**src/rtl/id_ex_skid_reg.sv**
```systemverilog
// ID/EX pipeline register with a one-entry skid buffer.
// in_ready comes only from registered state, so it never depends on out_ready.
// out_ctrl is zeroed for bubbles. bubble_cnt is a saturating count of bubbles delivered to EX.
module id_ex_skid_reg #(
  parameter int unsigned CTRL_W = 16,
  parameter int unsigned DATA_W = 32,
  parameter int unsigned REG_W  = 5,
  parameter int unsigned CNT_W  = 16
) (
  input  logic              Clk,
  input  logic              Reset,
  input  logic              in_valid,
  output logic              in_ready,
  input  logic [CTRL_W-1:0] in_ctrl,
  input  logic [DATA_W-1:0] in_pc,
  input  logic [DATA_W-1:0] in_rd1,
  input  logic [DATA_W-1:0] in_rd2,
  input  logic [DATA_W-1:0] in_imm,
  input  logic [REG_W-1:0]  in_rs,
  input  logic [REG_W-1:0]  in_rt,
  input  logic [REG_W-1:0]  in_rd,
  output logic              out_valid,
  input  logic              out_ready,
  output logic [CTRL_W-1:0] out_ctrl,
  output logic [DATA_W-1:0] out_pc,
  output logic [DATA_W-1:0] out_rd1,
  output logic [DATA_W-1:0] out_rd2,
  output logic [DATA_W-1:0] out_imm,
  output logic [REG_W-1:0]  out_rs,
  output logic [REG_W-1:0]  out_rt,
  output logic [REG_W-1:0]  out_rd,
  input  logic              flush,
  output logic [CNT_W-1:0]  bubble_cnt
);

  localparam int unsigned PayW = CTRL_W + 4 * DATA_W + 3 * REG_W;

  logic [PayW-1:0]   in_pay;
  logic [PayW-1:0]   main_q, main_d;
  logic [PayW-1:0]   skid_q, skid_d;
  logic              main_valid_q, main_valid_d;
  logic              skid_valid_q, skid_valid_d;
  logic [CNT_W-1:0]  bubble_cnt_q, bubble_cnt_d;
  logic [CTRL_W-1:0] main_ctrl;
  logic              in_xfer;
  logic              out_xfer;

  assign in_pay = {in_ctrl, in_pc, in_rd1, in_rd2, in_imm, in_rs, in_rt, in_rd};

  assign in_ready = ~skid_valid_q & ~Reset;
  assign in_xfer  = in_valid & in_ready;
  assign out_xfer = main_valid_q & out_ready;

  // Next-state for the valid bits and payload registers.
  always_comb begin
    main_valid_d = main_valid_q;
    skid_valid_d = skid_valid_q;
    main_d       = main_q;
    skid_d       = skid_q;
    if (flush) begin
      // The out-transfer of this cycle has already been sampled by EX. Drop everything else.
      main_valid_d = 1'b0;
      skid_valid_d = 1'b0;
    end else begin
      unique case ({main_valid_q, skid_valid_q})
        2'b00: begin
          if (in_xfer) begin
            main_d       = in_pay;
            main_valid_d = 1'b1;
          end
        end
        2'b10: begin
          if (in_xfer && out_xfer) begin
            main_d = in_pay;
          end else if (in_xfer) begin
            skid_d       = in_pay;
            skid_valid_d = 1'b1;
          end else if (out_xfer) begin
            main_valid_d = 1'b0;
          end
        end
        2'b11: begin
          if (out_xfer) begin
            main_d       = skid_q;
            skid_valid_d = 1'b0;
          end
        end
        default: begin
          // Skid valid without main is unreachable. Recover to empty.
          main_valid_d = 1'b0;
          skid_valid_d = 1'b0;
        end
      endcase
    end
  end

  // Saturating bubble counter: a bubble is a cycle where EX is ready but nothing is valid.
  always_comb begin
    bubble_cnt_d = bubble_cnt_q;
    if (out_ready && !main_valid_q && (bubble_cnt_q != {CNT_W{1'b1}})) begin
      bubble_cnt_d = bubble_cnt_q + {{(CNT_W-1){1'b0}}, 1'b1};
    end
  end

  // State registers with a synchronous reset that takes priority over flush and transfers.
  always_ff @(posedge Clk) begin
    if (Reset) begin
      main_valid_q <= 1'b0;
      skid_valid_q <= 1'b0;
      main_q       <= '0;
      skid_q       <= '0;
      bubble_cnt_q <= '0;
    end else begin
      main_valid_q <= main_valid_d;
      skid_valid_q <= skid_valid_d;
      main_q       <= main_d;
      skid_q       <= skid_d;
      bubble_cnt_q <= bubble_cnt_d;
    end
  end

  assign {main_ctrl, out_pc, out_rd1, out_rd2, out_imm, out_rs, out_rt, out_rd} = main_q;
  assign out_valid  = main_valid_q;
  assign out_ctrl   = main_valid_q ? main_ctrl : '0;
  assign bubble_cnt = bubble_cnt_q;

endmodule
```
**config.mk**
```make
export PLATFORM = sky130hd
export DESIGN_NAME = id_ex_skid_reg
export DESIGN_NICKNAME = d
export VERILOG_FILES = /design/src/rtl/id_ex_skid_reg.sv
export SDC_FILE = /design/constraint.sdc
export NUM_CORES = 1
export LEC_CHECK = 0
export CORE_MARGIN = 8
export CORE_UTILIZATION = 45
export DETAILED_ROUTE_END_ITERATION = 7
export GPL_ROUTABILITY_DRIVEN = 0
export HOLD_SLACK_MARGIN = 0.06
export PLACE_DENSITY_LB_ADDON = 0.2
export SYNTH_ARGS = -nofsm -noshare
export SYNTH_HDL_FRONTEND = slang
export SYNTH_SLANG_ARGS = --single-unit
```
**constraint.sdc**
```tcl
create_clock -name Clk -period 2.4 [get_ports Clk]
set_input_delay 0.48 -clock Clk [delete_from_list [all_inputs] [get_ports Clk]]
set_output_delay 0.48 -clock Clk [all_outputs]
set_load 0.05 [all_outputs]
```
==> reports/metrics.yaml <==
drt:
  dr.pass1.iters: 5
  vias_per_cell: 5.39
  ant_nets: 0
  drc: 0
  drt_iter0_markers: 943
  vias: 12991
  wl_um: 41500
  routedWlPerCell_um: 17.2
critical_path:
  cp.depth: 1
  critPathTopFamily: "buffers and inverters"
  endpoint_kind: "output pin"
  slowest_delay_ns: 0.87
  critical_path_arrival_ns: 1.83
  path_buf_inv: 1
  cp.required_ns: 1.92
  crit_type: "reg2out"
  r2r_cells: 5
  crit_chain: "clkdlybuf4s50_1"
  crit_slowest_cell: "clkdlybuf4s50_1"
  worstSetupStartpointType: "flop"
  crit_path_max_fanout: 5
global_route:
  grt_max_degree: 182
  grt_overflow: 0
  grt_pass1_wl_um: 65800
  grt_use_total_pct: 20.4
  grt_pass1_vias: 12218
  antenna_found_initial: 5
synthesis:
  synth_edf_count: 0
  synth_seq_cells: 336
  synth.area.top_cells: "dfxtp_1, nand2_1, a311oi_1, buf_4, a21oi_1"
  yosysUniqueCellTypes: 44
  synth_top_flop_cell: "dfxtp_1"
  synth_top_area_share_pct: 46.2
  yosysSeqAreaShare_pct: 46.2
  syn_area_um2: 14600
  synth_most_common_cell: "nand2_1"
  syn_nets: 2028
  synth_top_area_cell: "dfxtp_1"
  avgSynthCellArea_um2: 7.82
  synthesis.instances: 1863
  synth_commonest_cells: "nand2_1, dfxtp_1, a21oi_1"
  yosys_warnings: 0
  synthArstFlopShare_pct: 0
pwr:
  leakagePower_nw: 6.40
  vdd.ir_drop.worst_v: 0.000413
  powerDensity_nw_per_um2: 685
  p_total_mw: 12.8
sta:
  hold_viol: 0
  finalCritPeriodShare_pct: 96.3
  finalSetupTns_ns: 0
  period_minus_slack_ns: 2.31
  skew_ns: 0.0110
  setup_violations: 0
  worst_pin_slew_ns: 0.894
  max_freq_mhz: 433
  rsz0062_at_grt: "no"
  slew_viol_final: 0
  relSlewSlack_pct: 40.4
placement:
  place_area_um2: 17500
  dp_hpwl_um: 26500
  buffer_ports.inserted: 340
clock_network:
  clock_latency_ns: 0.50
  cts_buffers: 36
  cts_hold_buf: 0
  htree_num_levels: 2
  cts.clk_slew.worst_paths_ns: 0.06
  clockBufferDepth: 3
  clock-sinks: 336
  cts_root_buf: "clkbuf_16"
  cts_tree: "yes"
cells_and_area:
  post-route-util_pct: 57.9
  final_nets: 2146
  syn2layout_area_growth_pct: 28.0
  design_area_um2: 18700
  drive_above_1_share_pct: 6.49
min_path:
  min_path_cells: 2
  hp-class: "reg2reg"
floorplan:
  num_rows: 66
  die_y_um: 196
  initial_utilization_pct: 45.2
  core_um2: 32200
  die-area_um2: 38400
  die_w_um: 196
  io_pins: 341
flow_run:
  drv_cap: 0
status:
  status: "finished clean"
==> per-layer routing <==
metal / GRT usage, % / part of all wire [%]
met1: 26.2 / 42
met2: 33.5 / 48
met3: 4.88 / 7.2
met4: 6.37 / 2.6
met5: 0 / 0.14
==> repair_timing <==
action | CTS | global route
endpoints found under the setup margin | 1 | 19
setup buffers | 0 | 0
resized for setup | 1 | 2
==> logic make-up after synthesis <==
kind of cell	Yosys count	share of synthesized area, %
adder cells (fa/ha/maj)	1	0.0859
flip-flops	336	46.2
multiplexers	1	0.0687
XOR/XNOR	1	0.0601
buffers and inverters	310	12.2
AND/OR/NAND/NOR	865	24.9
AO/OA/AOI/OAI	349	16.4
==> final cells by class <==
cell class | instances | area [um2]
Antenna cell | 2 | 5.00
Fill cell | 2838 | 13600
Clock inverter | 4 | 45.0
Clock buffer | 55 | 1050
Tap cell | 408 | 510
Sequential cell | 336 | 6730
Multi-Input combinational cell | 1217 | 6100
Timing Repair Buffer | 387 | 4190
Inverter | 3 | 11.3
==> cell usage in the layout (no fill, tap or decap), drive strengths merged, types with 2 or more instances in the layout <==
cell type	count
nand2	487
dfxtp	336
clkdlybuf4s50	320
a21oi	171
nand3	166
nor2	165
a311oi	159
buf	66
clkbuf	55
and2	17
or4	7
o21ai	7
o31ai	5
or3	5
nand4	5
clkinv	3
or2	3
inv	3
diode	2
nor2b	2
nor3	2
o41ai	2
==> state kept, by name, summed over array words and instances, names as in the netlist <==
| name | count |
|---|---|
| main_q | 159 |
| skid_q | 159 |
| bubble_cnt | 16 |
| out_valid | 1 |
| skid_valid_q | 1 |
==> path summary, 6_finish.rpt <==
path	slack, ns	from	endpoint
max	0.09	bubble_cnt[10]	bubble_cnt[10]
min	0.45	skid_q[143]	skid_q[143]
max reg2reg	0.45	bubble_cnt[0]	bubble_cnt[1]
min reg2reg	0.45	skid_q[143]	skid_q[143]
==> through the flow <==
step | hold slack [ns] | worst slack [ns] | instances
after detailed placement | 0.446 | -0.0177 | 2351
after floorplan | 0.434 | 0.158 | 1863
after CTS | 0.454 | 0.0161 | 2410
final | 0.452 | 0.0879 | 2412
after global routing | 0.467 | 0.0234 | 2411
after global placement | 0.441 | 0.0455 | 2351
==> power breakdown <==
part | internal, mW | leakage [nW] | switching, mW
registers | 5.74 | 2.73 | 0.0958
logic | 0.679 | 3.13 | 1.03
clock network | 3.11 | 0.539 | 2.13
total | 9.53 | 6.40 | 3.25
(Power assumes the default switching activity.)
